[src/rtl/logic_unit_pipe.sv]
`default_nettype none
// ============================================================================
// Module   : logic_unit_pipe
// Summary  : Two-stage valid/ready bitwise logic unit (8 ops) with registered
//            NZCV flags and a saturating completed-operation counter.
//            Define LOGIC_UNIT_STICKY_EN to add the sticky_zn flag history.
// Revision : 1.0  initial release
// ============================================================================
module logic_unit_pipe #(
    parameter int WIDTH = 4,
    parameter int CNT_W = 8
) (
    input  logic             clk,
    input  logic             rst_n,
    input  logic             in_valid,
    output logic             in_ready,
    input  logic [2:0]       op,
    input  logic [WIDTH-1:0] a,
    input  logic [WIDTH-1:0] b,
    output logic             out_valid,
    input  logic             out_ready,
    output logic [WIDTH-1:0] r,
    output logic             z,
    output logic             n,
    output logic             c,
    output logic             v,
    output logic [CNT_W-1:0] op_count,
    input  logic             cnt_clr
`ifdef LOGIC_UNIT_STICKY_EN
    ,
    output logic [1:0]       sticky_zn
`endif
);

    localparam logic [2:0]       c_OP_AND  = 3'b000;
    localparam logic [2:0]       c_OP_OR   = 3'b001;
    localparam logic [2:0]       c_OP_XOR  = 3'b010;
    localparam logic [2:0]       c_OP_NAND = 3'b011;
    localparam logic [2:0]       c_OP_NOR  = 3'b100;
    localparam logic [2:0]       c_OP_XNOR = 3'b101;
    localparam logic [2:0]       c_OP_NOTA = 3'b110;
    localparam logic [2:0]       c_OP_PASS = 3'b111;
    localparam logic [CNT_W-1:0] c_CNT_MAX = '1;

    logic             r_s1_valid;
    logic [2:0]       r_s1_op;
    logic [WIDTH-1:0] r_s1_a;
    logic [WIDTH-1:0] r_s1_b;

    logic             r_s2_valid;
    logic [WIDTH-1:0] r_r;
    logic             r_z;
    logic             r_n;
    logic             r_c;
    logic             r_v;
    logic [CNT_W-1:0] r_cnt;

    logic             w_s2_load;
    logic             w_s1_ready;
    logic             w_in_xfer;
    logic             w_out_xfer;
    logic [WIDTH-1:0] w_res;

    // Stage 2 frees up either when empty or when its result leaves this cycle.
    assign w_s2_load  = !r_s2_valid || out_ready;
    assign w_s1_ready = !r_s1_valid || w_s2_load;
    assign w_in_xfer  = in_valid && w_s1_ready;
    assign w_out_xfer = r_s2_valid && out_ready;

    always_comb begin
        w_res = '0;
        case (r_s1_op)
            c_OP_AND:  w_res = r_s1_a & r_s1_b;
            c_OP_OR:   w_res = r_s1_a | r_s1_b;
            c_OP_XOR:  w_res = r_s1_a ^ r_s1_b;
            c_OP_NAND: w_res = ~(r_s1_a & r_s1_b);
            c_OP_NOR:  w_res = ~(r_s1_a | r_s1_b);
            c_OP_XNOR: w_res = ~(r_s1_a ^ r_s1_b);
            c_OP_NOTA: w_res = ~r_s1_a;
            c_OP_PASS: w_res = r_s1_a;
            default:   w_res = '0;
        endcase
    end

    always_ff @(posedge clk or negedge rst_n) begin
        if (!rst_n) begin
            r_s1_valid <= 1'b0;
        end else if (w_s1_ready) begin
            r_s1_valid <= in_valid;
        end
    end

    // Operand registers carry no reset; their contents only matter under r_s1_valid.
    always_ff @(posedge clk) begin
        if (w_in_xfer) begin
            r_s1_op <= op;
            r_s1_a  <= a;
            r_s1_b  <= b;
        end
    end

    always_ff @(posedge clk or negedge rst_n) begin
        if (!rst_n) begin
            r_s2_valid <= 1'b0;
            r_r        <= '0;
            r_z        <= 1'b0;
            r_n        <= 1'b0;
            r_c        <= 1'b0;
            r_v        <= 1'b0;
        end else if (w_s2_load) begin
            r_s2_valid <= r_s1_valid;
            if (r_s1_valid) begin
                r_r <= w_res;
                r_z <= (w_res == '0);
                r_n <= w_res[WIDTH-1];
                r_c <= 1'b0;
                r_v <= 1'b0;
            end
        end
    end

    always_ff @(posedge clk or negedge rst_n) begin
        if (!rst_n) begin
            r_cnt <= '0;
        end else if (cnt_clr) begin
            r_cnt <= '0;
        end else if (w_out_xfer && (r_cnt != c_CNT_MAX)) begin
            r_cnt <= r_cnt + 1'b1;
        end
    end

`ifdef LOGIC_UNIT_STICKY_EN
    logic [1:0] r_sticky;

    // A flag seen on a transfer wins over a clear in the same cycle.
    always_ff @(posedge clk or negedge rst_n) begin
        if (!rst_n) begin
            r_sticky <= 2'b00;
        end else begin
            if (w_out_xfer && r_z) begin
                r_sticky[1] <= 1'b1;
            end else if (cnt_clr) begin
                r_sticky[1] <= 1'b0;
            end
            if (w_out_xfer && r_n) begin
                r_sticky[0] <= 1'b1;
            end else if (cnt_clr) begin
                r_sticky[0] <= 1'b0;
            end
        end
    end

    assign sticky_zn = r_sticky;
`endif

    assign in_ready  = w_s1_ready;
    assign out_valid = r_s2_valid;
    assign r         = r_r;
    assign z         = r_z;
    assign n         = r_n;
    assign c         = r_c;
    assign v         = r_v;
    assign op_count  = r_cnt;

endmodule
`default_nettype wire

[config.mk]
export PLATFORM = sky130hd
export DESIGN_NAME = logic_unit_pipe
export DESIGN_NICKNAME = d
export VERILOG_FILES = /design/src/rtl/logic_unit_pipe.sv
export SDC_FILE = /design/constraint.sdc
export NUM_CORES = 1
export LEC_CHECK = 0
export BUFFER_PORTS_ARGS = -buffer_cell sky130_fd_sc_hd__buf_2
export CAP_MARGIN = 30
export CORE_ASPECT_RATIO = 1.75
export CORE_MARGIN = 2
export CORE_UTILIZATION = 55
export CTS_BUF_LIST = sky130_fd_sc_hd__clkbuf_2
export DETAILED_ROUTE_END_ITERATION = 10
export PLACE_DENSITY = 0.81
export SYNTH_ARGS = -nofsm -noshare
export SYNTH_HDL_FRONTEND = slang
export SYNTH_SLANG_ARGS = --single-unit
[constraint.sdc]
create_clock -name clk -period 2.01 [get_ports clk]
set_input_delay 0.402 -clock clk [delete_from_list [all_inputs] [get_ports clk]]
set_output_delay 0.402 -clock clk [all_outputs]
set_load 0.01 [all_outputs]
Word-level counts from Yosys, hierarchy flattened:

Index checks and enable logic that the tools add are counted.

* register bits: 27
* input port bits: 16
* output and inout bits: 18
* word-level logic and storage cells: 39

* add/sub/neg operators: 1
* equality and inequality tests: 8
* muxes and demuxes: 3
* bitwise gates (word level): 7
* reduce and logical (&&, ||, !) cells: 11

Operators by type and width (count)
* $pmux W4 S8: 1
* $mux W8: 2
* $not A4 Y4: 4
* $eq A3 B3 Y1 const B: 4
* $add A8 B1 Y8 const B: 1
* $ne A8 B8 Y1 const B: 1
* $eq A3 B2 Y1 const B: 2
* $and A4 B4 Y4: 1
* $logic_not A4 Y1: 1
* $or A4 B4 Y4: 1
* $xor A4 B4 Y4: 1
* $eq A3 B1 Y1 const B: 1
* $logic_and A1 B1 Y1: 3
* $logic_not A3 Y1: 1
* $logic_not A1 Y1: 2
* $logic_or A1 B1 Y1: 2
* $reduce_and A2 Y1: 1
* $reduce_bool A2 Y1: 1

Logic depth before layout (Yosys ltp):

Gate-level depths: netlist of the first run.

* depth in word-level cells: 4
* mapped depth: 7
* mapped depth without buffers: 7

Least setup slack after synthesis of the first run:

No wires, ideal clock.

* path kind: reg2reg
* from: register r_s1_a[2]
* to: register r_z (netlist: z)
* library setup time: 132 ps
* arrival time: 1618 ps
* data required time: 1878 ps
* path slack: 259 ps
* cell stages (with the launch flop): 8
* buffers on the path: 0
* period minus slack after synthesis: 1751 ps
* path through: edfxtp_1 inv_1 ha_1 or4bb_1 o211ai_1 a31oi_1 o22ai_1 o31ai_1

* word-level cells in the longest chain between the ends: 4
* elaborated cells between the ends (all ways): 9
* those cells by class: 1 x mux; 7 x bitwise; 1 x reduce/logical

Ends and longest elaborated chain
* start: declaration: line 47 `logic [WIDTH-1:0] r_s1_a;`
* start signal: assignment: line 97 `r_s1_a <= a;`
* $xor A4 B4 Y4, or another cell as far along: line 75, 78
* $not A4 Y4, on equally long branches: line 78, 76, 77
* $pmux W4 S8 (*): line 72 `case (r_s1_op)`
* $logic_not A4 Y1 (*): line 114 `r_z <= (w_res == '0);`
* end signal: assignment: line 114
* end: declaration: line 52 `logic r_z;`

Every way passes the cells marked *; elsewhere a longest branch is shown, timed or not.
A chain may end at the register's enable or synchronous reset.

Worst setup path after layout of the first run:

* from: register r_s1_a[1]
* to: register r_z (netlist: z)

The elaborated chain is that of the path after synthesis.

==> metrics.md, run 1 <==
| Metric | Value |
|---|---|
| Status | `completed` |
| Post-Route WL | `~2700 um` |
| First-pass GRT wire length | `4720 um` |
| Via density | `5.62` |
| Critical Path RT | `2250 ps` |
| Crit path kind | `flop to flop` |
| N_diodes | `0` |
| #FFs+latches synth | `26` |
| Initial Util | `0.565` |
| Clk_lat worst skew | `320 ps` |
| Met1 wire length | `1010 um` |
| Slew at the pin closest to its max-slew limit | `514 ps` |
| Initial antenna violation count | `0` |
| Total grt overflow | `0` |
| Number of DRC markers in iteration 0 | `12` |
| Post-route setup slack | `111 ps` |
| RSZ-0062 raised after global routing | `false` |
| Slew margin rel. | `0.654` |
| Peak supply drop | `0.489 mV` |
| Max H-tree Level | `1` |
| Fmax | `527 MHz` |
| DRT Pass-1 Iters | `4` |
| Multi-input logic area | `689 um^2` |
| Slew Limit Fails | `0` |
| # rows | `25` |
| Data arrival, critical path | `between 2000 and 2500 ps` |
| CTS clk-pin slew, worst paths | `230 ps` |
| Hold crit path type | `input pin to flop` |
| Ports | `34` |
| Core Area | `2660 um^2` |
| HPWL Detailed | `2190 um` |
| Sum Neg Setup Slack | `0 ps` |
| Synth top area share | `0.250` |
| Die height | `73.1 um` |
| Pin count of the biggest net entering global routing | `16` |
| Number of synthesized flops with an enable pin | `11` |
| Final setup violating endpoints | `0` |
| Crit end category | `flop` |
| DR vias | `roughly 1.1k` |
| Die width | `43.5 um` |
| Asr flop ratio synth | `0.577` |
| Post_cts resized | `0` |
| Power density over the cells | `627 nW/um^2` |
| Worst slack at placement | `132 ps` |
| Ranking of synthesized cells by area | `dfrtp_1 (25%), edfxtp_1 (22%), ha_1 (7.5%)` |
| Largest fanout on the critical path | `3` |
| Area of the mapped netlist | `between 1500 and 2000 um^2` |
| IO Port Bufs | `31` |
| Synth-to-layout area growth | `11.4%` |
| Routed Antenna Nets | `0` |
| Hold Fails Final Rpt | `0` |
| Worst Hold Slack | `227 ps` |
| Synth warn | `0` |
| Largest area contributor in the netlist | `dfrtp_1` |
| Top layer in use | `met4` |
| Root buffer cell | `clkbuf_2` |
| Final Wtd Congestion | `0.737` |
| Post-synth top flop | `dfrtp_1` |
| Syn_area_per_cell | `10.7 um^2` |
| Met3 WL post-DR | `around 67 um` |
| Layout Nets | `196` |
| Sequential standard cell area | `706 um^2` |
| Num CTS Buffers | `3` |
| Drt wl/cell | `13.8 um` |
| R2R setup slack | `110 ps` |
| Sequential element share of the synthesized area | `0.470` |
| CP Launch Type | `flop` |
| DRC errors left | `0` |
| Final Skew | `2.98 ps` |
| Total GRT Usage | `0.195` |
| Longest Clk Path Bufs | `2` |
| FILL cells | `216` |
| WL met2 | `1590 um` |
| CTS tree | `yes` |
| Die ar. | `about 3200 um^2` |
| Leak | `0.769 nW` |
| Clk sinks | `26` |
| Netlist cell types | `39` |
| Fin crit period | `around 1900 ps` |
| Number of global-route vias before repair | `1145` |
| Cells after Synth | `140` |
| Total power | `1.05 mW` |
| Period utilization | `0.945` |
| Layout cells sized above 1 | `0.265` |
| Max_cap viols | `0` |
-- critical path, stage by stage, from the launching register on --
cell	delay [ps]
edfxtp_1	480
inv_1	70
ha_1	300
or4bb_1	510
o211ai_1	130
a31oi_2	80
o22ai_1	150
o31ai_1	90
-- through the flow --
step | std cells | instance area [um^2] | utilization
floorplan | 141 | 1510 | -
global placement | 192 | 1640 | 0.618
detailed placement | 192 | 1640 | 0.618
CTS | 197 | 1670 | 0.629
global route | 197 | 1670 | 0.629
finish | 197 | 1670 | 0.629
-- layout make-up --
type | instances | area share
multi-input cells | 94 | 0.412
clock buffers | 4 | 0.0120
inverters | 13 | 0.0307
repair buffers | 33 | 0.103
flip-flops and latches | 26 | 0.422
well taps | 27 | 0.0202
-- synth_stat cells (2+ instances only) --
cell type	count
nor3_1	2
buf_6	2
o31ai_1	2
or4bb_1	4
xor2_2	2
xor2_1	3
o21ai_0	11
nand3b_1	2
edfxtp_1	11
inv_1	12
mux2i_1	2
o211ai_1	2
nor4_1	2
buf_2	2
or3_1	2
mux4_2	2
ha_1	9
dfrtp_1	15
xnor2_1	3
nand4_1	2
nand3_1	4
nand2_1	14
buf_4	3
nand2b_1	3
a21oi_1	3
nor2_1	8
-- placed cells by master, fill, tap and decap left out, types with 3 or more instances in the layout --
cell and count:
clkbuf_2 4, nand2b_1 3, buf_2 31, inv_1 12
a21oi_1 3, nor2_1 8, xnor2_1 3, xor2_1 3
or4bb_1 4, nand3_1 4, dfrtp_1 15, nand2_1 14
o21ai_0 11, ha_1 9, edfxtp_1 11
-- kinds of logic after synthesis --
| group | after synthesis | share of synthesized area |
|---|---|---|
| muxes | 5 | 0.0533 |
| other | 1 | 0.00250 |
| AOI/OAI and AO/OA | 24 | 0.103 |
| adders and majority gates | 9 | 0.0750 |
| and+or+nand+nor | 46 | 0.166 |
| buffers and inverters | 21 | 0.0733 |
| xor gates and xnor gates | 8 | 0.0567 |
| DFF | 26 | 0.470 |
-- flip-flops by register name (all words and copies together) (netlist names) --
register	cells
op_count	8
r	4
r_s1_a	4
r_s1_b	4
r_s1_op	3
out_valid	1
r_s1_valid	1
z	1
-- path summary, 6_finish.rpt --
| kind | start | to | cells past startpoint |
|---|---|---|---|
| worst min-delay path | a[0] | r_s1_a[0] | 1 |
| min in group asynchronous | rst_n | r[0] | 2 |
| max in group asynchronous | rst_n | op_count[7] | 2 |
| worst min register to register | z | z | 2 |
| worst max-delay path | r_s1_a[1] | z | 7 |
| worst max register to register | r_s1_a[1] | z | 7 |
-- routing by layer --
layer	vias to the layer above	global-route usage
met5	-	0
met4	0	0.0774
met3	6	0.0248
met2	23	0.367
met1	534	0.213
li1	545	-
-- power by group --
group	switching [mW]	total, mW	internal (mW)
clock network	0.143	0.196	0.0526
registers	0.0405	0.640	0.600
logic	0.113	0.214	0.101
total	0.297	1.05	0.753
-- what timing repair did --
| action | CTS | global route |
|---|---|---|
| hold buffers | 1 | 0 |
| setup buffers | 0 | 0 |
| hold endpoints to repair | 15 | 0 |
Power figures use the tool's default switching activity.
==> run 2, diff against run 1 <==
Settings changed: CORE_UTILIZATION 55 to 60, PLACE_DENSITY 0.81 to 0.87.
Clock period 2.01 ns to 2.2 ns, I/O delays scaled along.
==> run 2 against run 1 <==
Clock power up 53%. Via count up 3.4%. Clock skew up 5.7 ps. Hold slack worse by 0.53 ps. Wire length down 0.81%. Combinational power down 6%. Critical path depth unchanged. Clock-buffer cell count down 1. Die area down 7.7%.
==> metrics.md, run 2 (synthesized netlist as in run 1, its figures left out) <==
| Metric | Value |
|---|---|
| # rows | `24 (was 25)` |
| Synth-to-layout area growth | `13.5% (was 11.4%)` |
| Power density over the cells | `636 nW/um^2 (was 627 nW/um^2)` |
| Sequential group share of total power | `0.537 (was 0.610)` |
| Sum Neg Setup Slack | `0 ps (unchanged)` |
| Total grt overflow | `0 (unchanged)` |
| P_int | `797 uW (was 753 uW)` |
| Slew Limit Fails | `0 (unchanged)` |
| Root buffer cell | `clkbuf_2 (unchanged)` |
| Most common cell after layout, fill and taps aside | `buf_2 (unchanged)` |
| Die ar. | `2930 um^2 (was 3180 um^2)` |
| Initial antenna violation count | `0 (unchanged)` |
| DRT Pass-1 Iters | `4 (unchanged)` |
| DRC errors left | `0 (unchanged)` |
| N_diodes | `0 (unchanged)` |
| Initial Util | `0.617 (was 0.565)` |
| Period utilization | `0.863 (was 0.945)` |
| FILL cells | `177 (was 216)` |
| Max_cap viols | `0 (unchanged)` |
| Num CTS Buffers | `3 (unchanged)` |
| Number of global-route vias before repair | `1112 (was 1145)` |
| Post-Place Cell Area | `1650 um^2 (was 1640 um^2)` |
| Hold path depth | `1 (unchanged)` |
| RSZ-0062 raised after global routing | `false (unchanged)` |
| Peak supply drop | `0.489 mV (about the same)` |
| Number of DRC markers in iteration 0 | `23 (was 12)` |
| R2r startpoint | `r_s1_a[2] (was r_s1_a[1])` |
| Switching pwr | `286 uW (was 297 uW)` |
| Final setup violating endpoints | `0 (unchanged)` |
| Leak | `0.784 nW (was 0.769 nW)` |
| Clk_lat worst skew | `360 ps (was 320 ps)` |
| IO Port Bufs | `31 (unchanged)` |
| Drt wl/cell | `13.7 um (was 13.8 um)` |
| Final Skew | `8.64 ps (was 2.98 ps)` |
| Util after Layout | `0.701 (was 0.629)` |
| Clk sinks | `26 (unchanged)` |
| Die width | `41.8 um (was 43.5 um)` |
| HPWL Detailed | `2180 um (was 2190 um)` |
| R2r endpoint | `z (unchanged)` |
| Combinational power share | `0.186 (was 0.204)` |
| Final Wtd Congestion | `0.854 (was 0.737)` |
| Most frequent cells in the layout | `buf_2 (31), dfrtp_1 (15), nand2_1 (14), inv_1 (12) (unchanged)` |
| Total GRT Usage | `0.203 (was 0.195)` |
| Hold Fails Final Rpt | `0 (unchanged)` |
| CP Launch Type | `flop (unchanged)` |
| Pin count of the biggest net entering global routing | `16 (unchanged)` |
| Status | `completed (unchanged)` |
| R2R cell count | `7 (unchanged)` |
| Post-Route WL | `2690 um (was 2720 um)` |
| Hold crit path type | `input pin to flop (unchanged)` |
| Fin crit period | `1900 ps (about the same)` |
| Layout cells sized above 1 | `0.269 (was 0.265)` |
| Routed Antenna Nets | `0 (unchanged)` |
| Via density | `5.82 (was 5.62)` |
| Largest fanout on the critical path | `3 (unchanged)` |
| Critical hold path startpoint | `b[1] (was a[0])` |
| Non-Filler Instances | `197 (unchanged)` |
| CTS tree | `yes (unchanged)` |
| Critical Path RT | `2480 ps (was 2250 ps)` |
| CTS clk-pin slew, worst paths | `240 ps (was 230 ps)` |
| Longest Clk Path Bufs | `2 (unchanged)` |
| Fmax | `527 MHz (about the same)` |
| R2R setup slack | `300 ps (was 110 ps)` |
| Hold path endpoint | `r_s1_b[1] (was r_s1_a[0])` |
| Ports | `34 (unchanged)` |
| Layout Nets | `197 (was 196)` |
| Post_cts resized | `0 (unchanged)` |
| Data arrival, critical path | `2180 ps (was 2140 ps)` |
| Max H-tree Level | `1 (unchanged)` |
| DR vias | `1146 (was 1108)` |
| Crit path kind | `flop to flop (unchanged)` |
| First-pass GRT wire length | `4600 um (was 4720 um)` |
| Clock share of power | `0.277 (was 0.186)` |
| Fin area | `1700 um^2 (was 1670 um^2)` |
| Dpl cells | `192 (unchanged)` |
| Crit end category | `flop (unchanged)` |
| Die height | `70.2 um (was 73.1 um)` |
| Sw frac | `0.264 (was 0.283)` |
| Max reg flops | `8 (unchanged)` |
| Core Area | `2430 um^2 (was 2660 um^2)` |
run 2: repair_timing:
action	CTS	global route
endpoints found under the setup margin	0	0
hold buffers	1	0
buffers inserted	0	0
endpoints found under the hold margin	15	0
run 2: worst max path at each step:
stage,startpoint,to
floorplan,r_s1_a[2],z
global placement,r_s1_a[2],z
detailed placement,r_s1_a[1],z
CTS,r_s1_a[1],z
global route,r_s1_a[1],z
finish,r_s1_a[2],z
run 2: metrics by stage:
stage	setup slack, ps	power [mW]	hold WS (ps)
global placement	408	0.778	353
detailed placement	323	0.793	360
CTS	296	1.09	216
global route	173	1.13	208
floorplan	449	0.727	144
finish	301	1.08	226
run 2: layout make-up:
type / count / area (um^2) / area share
clock buffer: 3 / 15.0 / 0.00881
inverter: 13 / 51.3 / 0.0301
timing repair buffer: 34 / 180 / 0.106
tap: 26 / 32.5 / 0.0191
multi-input combinational: 94 / 689 / 0.405
sequential: 26 / 706 / 0.414
clock inverter: 1 / 30.0 / 0.0176
run 2: worst max-delay path: stages, from the launching register on:
cell	delay, ps
edfxtp_1	490
inv_1	60
ha_1	300
or4bb_1	500
o211ai_1	110
a31oi_1	80
o22ai_1	190
o31ai_1	90
run 2: metal layers:
metal,GRT usage,share of wire
met2,0.418,0.60
met5,0,0
met1,0.184,0.34
met3,0.0155,0.036
met4,0.0932,0.022
run 2: power by group through the flow:
stage | Clock (mW) | Combinational [mW] | Sequential (mW)
after floorplan | 0 | 0.134 | 0.593
after global placement | 0 | 0.190 | 0.588
after detailed placement | 0 | 0.202 | 0.592
after CTS | 0.306 | 0.205 | 0.582
after global routing | 0.315 | 0.227 | 0.588
final | 0.300 | 0.202 | 0.582
